$ cat src/rtl/vx_fill_assembler_pkg.sv
// ---------------------------------------------------------------------------
// vx_fill_assembler_pkg
//
// Shared cache-fill definitions used by the fill assembler and its bench:
//   - default line geometry (line size, memory beat width, line address width)
//   - the assembler state encoding (IDLE / COLLECT / FULL)
//   - helpers that derive the number of memory beats per line and the
//     width of the beat counter from the geometry
// ---------------------------------------------------------------------------
package vx_fill_assembler_pkg;

  // Default line geometry.
  localparam int DEFAULT_CACHE_LINE_SIZE = 64;   // bytes per line
  localparam int DEFAULT_MEM_DATA_WIDTH  = 128;  // bits per response beat
  localparam int DEFAULT_LINE_ADDR_WIDTH = 26;   // line address bits

  // Assembler state encoding.
  //   IDLE    : no partial line held, waiting for beat 0
  //   COLLECT : beats 1..BEATS-1 of the current line are being gathered
  //   FULL    : the whole line is held and offered on the fill port
  typedef enum logic [1:0] {
    IDLE    = 2'd0,
    COLLECT = 2'd1,
    FULL    = 2'd2
  } fill_state_e;

  // Number of memory response beats that make up one cache line.
  function automatic int calc_beats(input int line_bytes, input int beat_bits);
    return (line_bytes * 8) / beat_bits;
  endfunction

  // True when v is a power of two and at least 1.
  function automatic bit is_pow2(input int v);
    return (v >= 1) && ((v & (v - 1)) == 0);
  endfunction

  // Beat counter width: clog2(beats), but never narrower than one bit so a
  // single-beat line still has a (constant-zero) counter.
  function automatic int calc_cnt_width(input int beats);
    return (beats > 1) ? $clog2(beats) : 1;
  endfunction

endpackage : vx_fill_assembler_pkg

$ cat src/rtl/vx_fill_assembler_if.sv
// ---------------------------------------------------------------------------
// vx_fill_assembler_if
//
// Bundles the two handshakes around the fill assembler:
//   memory response side : mem_rsp_valid, mem_rsp_data, mem_rsp_addr -> in
//                          mem_rsp_ready                              <- out
//   fill side            : fill_valid, fill_addr, fill_data           <- out
//                          fill_ready                                 -> in
//   status               : addr_err (one-cycle pulse)                 <- out
//
// Handshake rule (both channels): a transfer happens on a rising clk edge
// exactly when valid && ready are both high in the cycle before that edge.
// A producer holds its payload stable while valid is high and ready is low;
// ready may depend combinationally on the consumer's own inputs.
//
// Modports:
//   master : the environment (memory response source + fill consumer)
//   slave  : the assembler
// ---------------------------------------------------------------------------
interface vx_fill_assembler_if #(
  parameter int CACHE_LINE_SIZE = 64,
  parameter int MEM_DATA_WIDTH  = 128,
  parameter int LINE_ADDR_WIDTH = 26
);

  logic                         mem_rsp_valid;
  logic [MEM_DATA_WIDTH-1:0]    mem_rsp_data;
  logic [LINE_ADDR_WIDTH-1:0]   mem_rsp_addr;
  logic                         mem_rsp_ready;

  logic                         fill_valid;
  logic [LINE_ADDR_WIDTH-1:0]   fill_addr;
  logic [CACHE_LINE_SIZE*8-1:0] fill_data;
  logic                         fill_ready;

  logic                         addr_err;

  modport master (
    output mem_rsp_valid,
    output mem_rsp_data,
    output mem_rsp_addr,
    input  mem_rsp_ready,
    input  fill_valid,
    input  fill_addr,
    input  fill_data,
    output fill_ready,
    input  addr_err
  );

  modport slave (
    input  mem_rsp_valid,
    input  mem_rsp_data,
    input  mem_rsp_addr,
    output mem_rsp_ready,
    output fill_valid,
    output fill_addr,
    output fill_data,
    input  fill_ready,
    output addr_err
  );

endinterface : vx_fill_assembler_if

$ cat src/rtl/vx_fill_assembler.sv
// ---------------------------------------------------------------------------
// vx_fill_assembler
//
// Gathers BEATS consecutive memory response beats into one cache line and
// offers the assembled line on the data-access fill port.
//
// Ports:
//   clk        : single clock, all state changes on its rising edge
//   reset      : asynchronous active-high reset; discards any partial line
//   bus        : vx_fill_assembler_if.slave
//                  mem_rsp_valid/data/addr in, mem_rsp_ready out
//                  fill_valid/addr/data out, fill_ready in
//                  addr_err out (one-cycle pulse on beat address mismatch)
//   state_dbg  : current assembler state (IDLE / COLLECT / FULL)
//
// Behaviour:
//   - The first beat of a line latches its address into fill_addr and is
//     stored as beat 0; beat k lands in fill_data[k*MEM_DATA_WIDTH +: ...].
//   - After beat BEATS-1 the line is FULL and fill_valid is high from the
//     next cycle on, until the fill port consumes it.
//   - While FULL the response side is only ready when the fill side is
//     ready, so the beat accepted on the consuming cycle starts the next
//     line with no bubble.
//   - A beat whose address differs from the latched line address is still
//     stored (the latched address is kept) and raises addr_err for a cycle.
// ---------------------------------------------------------------------------
module vx_fill_assembler
  import vx_fill_assembler_pkg::*;
#(
  parameter int CACHE_LINE_SIZE = DEFAULT_CACHE_LINE_SIZE,
  parameter int MEM_DATA_WIDTH  = DEFAULT_MEM_DATA_WIDTH,
  parameter int LINE_ADDR_WIDTH = DEFAULT_LINE_ADDR_WIDTH
) (
  input  logic                clk,
  input  logic                reset,
  vx_fill_assembler_if.slave  bus,
  output fill_state_e         state_dbg
);

  localparam int LINE_W = CACHE_LINE_SIZE * 8;
  localparam int BEATS  = calc_beats(CACHE_LINE_SIZE, MEM_DATA_WIDTH);
  localparam int CNT_W  = calc_cnt_width(BEATS);

  localparam logic [CNT_W-1:0] LAST_IDX = CNT_W'(BEATS - 1);

  // Geometry guard: a line must split into a power-of-two number of whole
  // beats, otherwise the beat counter wrap and the slot layout break.
  generate
    if (!is_pow2(BEATS) || ((LINE_W % MEM_DATA_WIDTH) != 0)) begin : g_bad_geometry
      $error("vx_fill_assembler: CACHE_LINE_SIZE*8/MEM_DATA_WIDTH must be a power of two >= 1");
    end
  endgenerate

  // -------------------------------------------------------------------------
  // State
  // -------------------------------------------------------------------------
  fill_state_e                state;
  logic [CNT_W-1:0]           beat_cnt;
  logic                       fill_valid_q;
  logic                       addr_err_q;
  logic [LINE_ADDR_WIDTH-1:0] fill_addr_q;
  logic [LINE_W-1:0]          line_q;

  // -------------------------------------------------------------------------
  // Handshake decode
  // -------------------------------------------------------------------------
  logic accept;       // a response beat transfers this cycle
  logic last_beat;    // the beat being accepted completes the line
  logic starts_line;  // the beat being accepted is beat 0 of a new line
  logic addr_mismatch;

  // Ready only drops while a full line is waiting on a stalled fill port.
  // Reset forces IDLE asynchronously, so ready is 1 throughout reset.
  assign bus.mem_rsp_ready = (state != FULL) || bus.fill_ready;

  assign accept        = bus.mem_rsp_valid && bus.mem_rsp_ready;
  assign last_beat     = (beat_cnt == LAST_IDX);
  // Outside COLLECT the counter is always 0, so any accepted beat there
  // (IDLE, or FULL while the line is being consumed) opens a new line.
  assign starts_line   = accept && (state != COLLECT);
  assign addr_mismatch = (bus.mem_rsp_addr != fill_addr_q);

  // -------------------------------------------------------------------------
  // FSM, beat counter and registered status outputs
  // -------------------------------------------------------------------------
  always_ff @(posedge clk or posedge reset) begin
    if (reset) begin
      state        <= IDLE;
      beat_cnt     <= '0;
      fill_valid_q <= 1'b0;
      addr_err_q   <= 1'b0;
    end else begin
      addr_err_q <= accept && (state == COLLECT) && addr_mismatch;

      if (accept) begin
        beat_cnt <= last_beat ? '0 : beat_cnt + 1'b1;
      end

      case (state)
        IDLE: begin
          if (accept) begin
            state        <= last_beat ? FULL : COLLECT;
            fill_valid_q <= last_beat;
          end
        end

        COLLECT: begin
          if (accept && last_beat) begin
            state        <= FULL;
            fill_valid_q <= 1'b1;
          end
        end

        FULL: begin
          if (bus.fill_ready) begin
            if (accept) begin
              // Line consumed and the next line's beat 0 taken together.
              state        <= last_beat ? FULL : COLLECT;
              fill_valid_q <= last_beat;
            end else begin
              state        <= IDLE;
              fill_valid_q <= 1'b0;
            end
          end
        end

        default: begin
          state        <= IDLE;
          fill_valid_q <= 1'b0;
        end
      endcase
    end
  end

  // -------------------------------------------------------------------------
  // Line datapath (no reset: contents are only meaningful while FULL)
  // -------------------------------------------------------------------------
  // Nothing is accepted while FULL and stalled, so address and data hold
  // still for as long as the fill port keeps the line waiting.
  always_ff @(posedge clk) begin
    if (starts_line) begin
      fill_addr_q <= bus.mem_rsp_addr;
    end
    for (int k = 0; k < BEATS; k++) begin
      if (accept && (beat_cnt == CNT_W'(k))) begin
        line_q[k*MEM_DATA_WIDTH +: MEM_DATA_WIDTH] <= bus.mem_rsp_data;
      end
    end
  end

  // -------------------------------------------------------------------------
  // Outputs
  // -------------------------------------------------------------------------
  assign bus.fill_valid = fill_valid_q;
  assign bus.fill_addr  = fill_addr_q;
  assign bus.fill_data  = line_q;
  assign bus.addr_err   = addr_err_q;
  assign state_dbg      = state;

endmodule : vx_fill_assembler
$ cat src/flat_wrapper.sv
// flat-port wrapper written by rule: the top's interface ports become plain ports
module vx_fill_assembler_flat import vx_fill_assembler_pkg::*;
#(
  parameter int CACHE_LINE_SIZE = DEFAULT_CACHE_LINE_SIZE,
  parameter int MEM_DATA_WIDTH  = DEFAULT_MEM_DATA_WIDTH,
  parameter int LINE_ADDR_WIDTH = DEFAULT_LINE_ADDR_WIDTH
)
  (clk, reset, state_dbg, bus_mem_rsp_valid, bus_mem_rsp_data, bus_mem_rsp_addr, bus_mem_rsp_ready, bus_fill_valid, bus_fill_addr, bus_fill_data, bus_fill_ready, bus_addr_err);
  vx_fill_assembler_if #(.CACHE_LINE_SIZE(CACHE_LINE_SIZE), .MEM_DATA_WIDTH(MEM_DATA_WIDTH), .LINE_ADDR_WIDTH(LINE_ADDR_WIDTH)) bus_i ();
  input  logic clk;
  input  logic reset;
  output fill_state_e state_dbg;
  input wire logic [$bits(bus_i.mem_rsp_valid)-1:0] bus_mem_rsp_valid;
  input wire logic [$bits(bus_i.mem_rsp_data)-1:0] bus_mem_rsp_data;
  input wire logic [$bits(bus_i.mem_rsp_addr)-1:0] bus_mem_rsp_addr;
  output wire logic [$bits(bus_i.mem_rsp_ready)-1:0] bus_mem_rsp_ready;
  output wire logic [$bits(bus_i.fill_valid)-1:0] bus_fill_valid;
  output wire logic [$bits(bus_i.fill_addr)-1:0] bus_fill_addr;
  output wire logic [$bits(bus_i.fill_data)-1:0] bus_fill_data;
  input wire logic [$bits(bus_i.fill_ready)-1:0] bus_fill_ready;
  output wire logic [$bits(bus_i.addr_err)-1:0] bus_addr_err;
  assign bus_i.mem_rsp_valid = bus_mem_rsp_valid;
  assign bus_i.mem_rsp_data = bus_mem_rsp_data;
  assign bus_i.mem_rsp_addr = bus_mem_rsp_addr;
  assign bus_mem_rsp_ready = bus_i.mem_rsp_ready;
  assign bus_fill_valid = bus_i.fill_valid;
  assign bus_fill_addr = bus_i.fill_addr;
  assign bus_fill_data = bus_i.fill_data;
  assign bus_i.fill_ready = bus_fill_ready;
  assign bus_addr_err = bus_i.addr_err;
  vx_fill_assembler #(.CACHE_LINE_SIZE(CACHE_LINE_SIZE), .MEM_DATA_WIDTH(MEM_DATA_WIDTH), .LINE_ADDR_WIDTH(LINE_ADDR_WIDTH)) u_core (.clk(clk), .reset(reset), .bus(bus_i), .state_dbg(state_dbg));
endmodule
$ cat config.mk
export PLATFORM = sky130hd
export DESIGN_NAME = vx_fill_assembler_flat
export DESIGN_NICKNAME = d
export VERILOG_FILES = /design/src/rtl/vx_fill_assembler_pkg.sv /design/src/rtl/vx_fill_assembler_if.sv /design/src/rtl/vx_fill_assembler.sv /design/src/flat_wrapper.sv
export SDC_FILE = /design/constraint.sdc
export NUM_CORES = 1
export LEC_CHECK = 0
export CAP_MARGIN = 20
export CORE_AREA = 2 2 269 271
export CTS_CLUSTER_DIAMETER = 30
export DETAILED_ROUTE_END_ITERATION = 6
export DIE_AREA = 0 0 271 273
export SYNTH_ARGS = -nofsm -noshare
export SYNTH_HDL_FRONTEND = slang
export SYNTH_SLANG_ARGS = --single-unit
$ cat constraint.sdc
create_clock -name clk -period 4 [get_ports clk]
set_clock_uncertainty 0.1 [all_clocks]
set_input_delay 0.8 -clock clk [delete_from_list [all_inputs] [get_ports clk]]
set_output_delay 0.8 -clock clk [all_outputs]
set_load 0.01 [all_outputs]
## Word level (Yosys, flattened, before mapping)

Cells that the tools add are included.

- Flip-flop bits (word level): 544
- Input port bits: 158
- Word-level logic and storage cells: 45
- Bits in read-only memories: 0
- Memory bits (writable): 0
- Memories: 0
- Latch bits: 0

- Shift operators: 0
- Multiplexer cells: 12
- $add $sub $neg: 1
- Eq/ne operators: 11
- Reductions and logical operators: 12
- $lt $le $gt $ge: 0
- Bitwise operators: 0
- Multipliers: 0
- Divide/modulo/power cells: 0

Operators by type and width:

| kind | number |
|---|---|
| inequality test 26 bit | 1 |
| 2-to-1 mux 2 bit | 6 |
| logical AND 1 bit | 8 |
| equality test 2 bit, second input constant | 3 |
| inequality test 2 bit, second input constant | 3 |
| one-hot mux 2 bit (3 select lines) | 1 |
| equality test 2 x 1 -> 1 bit, second input constant | 2 |
| zero test 2 bit | 2 |
| 2-to-1 mux 1 bit | 4 |
| inequality test 2 x 1 -> 1 bit, second input constant | 2 |
| one-hot mux 1 bit (3 select lines) | 1 |
| AND reduction 3 bit | 1 |
| adder 2 x 1 -> 2 bit, second input constant | 1 |
| logical OR 1 bit | 1 |

## Logic depth before layout (Yosys ltp)

- Depth in word-level cells: 6
- Gate-level depth with buffers: 5
- Gate-level depth less buffers: 4

## Worst setup path after synthesis

OpenSTA, ideal clock, no wires.

- Kind: input to register
- Start: input port bus_fill_ready
- End: register u_core.line_q[0], in the netlist u_core.bus.fill_data[0] (enable)
- Stages on the path: 3
- Data arrival time: 4.057 ns
- Slack: -0.660 ns
- Path buffers: 1
- Required time: 3.397 ns
- Cells stage by stage: or3b_1 buf_2 and3_1

- Cells in the longest elaborated chain, start to end: 3

Ends and longest elaborated chain:

| element | line | text |
|---|---|---|
| start, declared | flat_wrapper.sv:20 | `input wire logic [$bits(bus_i.fill_ready)-1:0] bus_fill_ready;` |
| logical OR 1 bit | vx_fill_assembler.sv:74 | `assign bus.mem_rsp_ready = (state != FULL) \|\| bus.fill_ready;` |
| named net bus_mem_rsp_ready | flat_wrapper.sv:16 | `output wire logic [$bits(bus_i.mem_rsp_ready)-1:0] bus_mem_rsp_ready;` |
| logical AND 1 bit | vx_fill_assembler.sv:76 | `assign accept = bus.mem_rsp_valid && bus.mem_rsp_ready;` |
| logical AND 1 bit | vx_fill_assembler.sv:145 | `if (accept && (beat_cnt == CNT_W'(k))) begin` |
| end signal, assigned by index | vx_fill_assembler.sv:146 | `line_q[k*MEM_DATA_WIDTH +: MEM_DATA_WIDTH] <= bus.mem_rsp_data;` |
| end, declared | vx_fill_assembler.sv:62 | `logic [LINE_W-1:0] line_q;` |

The timed path passes the listed nets, and every way through them passes these cells.
A chain may end at the register's enable or synchronous reset.

## Worst setup path after layout

- Start: input port bus_fill_ready
- End: output port bus_mem_rsp_ready

- Cells in the longest elaborated chain, start to end: 1

Ends and longest elaborated chain:

| element | line |
|---|---|
| logical OR 1 bit | vx_fill_assembler.sv:74 |
| end, declared | flat_wrapper.sv:16 |

Every way passes these cells.

==> metrics <==
Rel. slew slack=0.631; Worst-Skew Late Latency=0.63 ns; CTS clock-pin slew for the worst setup and hold paths=0.05 ns; Synth area leaders=edfxtp_1, xnor2_1, dfrtp_1; CP arrival=2.28 ns; DR DRC count=0; nets=1,581; PnR worst setup slack=0.821 ns; FF-to-FF path depth=3; Rows=98; cell area power density=672 nW/um2; CTS Buf Count=96; Worst Path Required=3.10 ns; Area Growth Syn to Fin=70.1%; final period utilization=0.795; core area=71,000 um2; Synth Cell Area=16,800 um2; DR pass1 iterations=4; Routed wire per std cell=19.2 um; pin count of the biggest net entering global routing=71; commonest non-fill, non-tap cell in the layout=clkdlybuf4s50_1; routed wire length=47.2 mm; starting density of the core=0.236; status=finished clean; Syn Area/Cell=27.6 um2; layout cell share with drive strength beyond 1=0.119; Hold Crit Class=input port to async pin; DR iter-0 viols=570; hold_buf cts=0; grt ovf=0; Fin. Hold Viols=0; Max Cap Viol=0; unrepaired setup endpoints after global routing=no; routability cong.=0.839; drt via density=3.83; TritonCTS clock tree=built; Worst Tran Pin Value=0.554 ns; Static Leak=0.00960 uW; yosys warns=0; IO Pins=701; first-pass GRT wire length=66.7 mm; Vias=9,388; vias in the first global route=9,891; Die Span X=271 um; Seq cells post-synth=543; fin. max-slew vios=0; Setup WS pre-CTS=0.865 ns; critical path type=input port to primary output; Max FO, Critical Path=7; Mapped Cells=607; Setup-failing EPs final=0; antenna cell count=0; Clock Path Buffers=3; DIE HEIGHT=273 um; most frequent cells in the layout=clkdlybuf4s50_1, edfxtp_1, clkbuf_16, xnor2_1, clkbuf_1; I/O Buffers=700; Critical Path End Type=primary output; Yosys top cell area share=0.964; antenna violations before repair=2; CTS resizes=0; antenna viol nets, final=0; H-tree levels=3; minimum clock period after layout=3.18 ns; sequential area share after synthesis=0.972; Syn Nets=769; die area=74,000 um2; final core utilization=0.401; crit path launch type=input port; CTS Root Cell=clkbuf_16; # clock sinks=543; Yosys cell types=22; GRT Util Overall=0.122; Post-CTS Setup Repair Bufs=0; fmax=315 MHz; DPL Wire Length=33.0 mm; Peak VDD IR=0.559 mV; area leader, netlist=edfxtp_1; Setup TNS Final=0 ns
## sequential cells by signal, summed over array words and instances (netlist names)
signal and count:
u_core.beat_cnt 2, u_core.bus.addr_err 1, u_core.bus.fill_addr 26, u_core.bus.fill_data 512, u_core.state_dbg 2
## cells by family after synthesis
family | share of synthesized area
adder cells (fa/ha/maj) | 0.00299
flip-flops | 0.972
XOR/XNOR | 0.0136
buffers and inverters | 0.00142
AND/OR/NAND/NOR | 0.00814
AO/OA/AOI/OAI | 0.00194
## final timing paths
check	from	end	slack, ns
setup reg to reg	u_core.state_dbg[1]	u_core.bus.fill_data[454]	1.70
setup / recovery	bus_fill_ready	bus_mem_rsp_ready	0.82
hold / removal	reset	u_core.bus.addr_err	0.30
hold reg to reg	u_core.state_dbg[0]	u_core.state_dbg[1]	0.48
max in group asynchronous	reset	u_core.beat_cnt[1]	3.31
min in group clk	u_core.state_dbg[0]	u_core.state_dbg[1]	0.48
## through the flow
step | hold WS, ns | total power [uW] | instance area, um2 | cells
floorplan | 0.446 | 8820 | 16800 | 607
global route | 0.296 | 19800 | 28500 | 2451
detailed placement | 0.442 | 11200 | 25200 | 2271
global placement | 0.426 | 11100 | 25200 | 2271
CTS | 0.255 | 19400 | 28500 | 2451
finish | 0.297 | 19100 | 28500 | 2451
## layer usage
| metal | track usage | wire, um | vias to the layer above |
|---|---|---|---|
| met3 | 0.0534 | 4940 | 109 |
| met2 | 0.213 | 24200 | 558 |
| met1 | 0.123 | 16300 | 4594 |
| met4 | 0.0618 | 1760 | 2 |
| li1 | - | - | 4125 |
| met5 | 0 | 13 | - |
## power by group
part / switching, uW / internal, uW / total, uW / leakage [uW]
registers: 293 / 7460 / 7750 / 0.00500
clock network: 2870 / 5260 / 8130 / 0.00159
logic: 1650 / 1610 / 3260 / 0.00300
## synthesized netlist by cell type
master / count
nand4_1: 6
nand2_1: 4
xnor2_1: 26
inv_1: 3
and3_4: 1
nor3_1: 1
edfxtp_1: 538
nor2b_1: 1
buf_4: 1
a211oi_1: 1
nor2_1: 2
buf_2: 1
dfrtp_1: 5
a21oi_1: 3
and2b_1: 1
and3_1: 3
or3_1: 1
ha_1: 4
or3b_1: 1
nor4_1: 1
and2_1: 1
o21ai_1: 2
## final cells by class
cell class | count | area (um2)
Clock inverter | 67 | 790
Clock buffer | 113 | 2540
Fill cell | 6264 | 42500
Timing Repair Buffer | 716 | 7230
Multi-Input combinational cell | 59 | 464
Tap cell | 950 | 1190
Inverter | 3 | 11.3
Sequential cell | 543 | 16300
## critical path, cell delays in order
cell and delay [ns]:
clkdlybuf4s50_1 0.43, or3b_1 0.51, clkdlybuf4s50_1 0.54
Note: power is estimated with default switching activity, not from simulation.
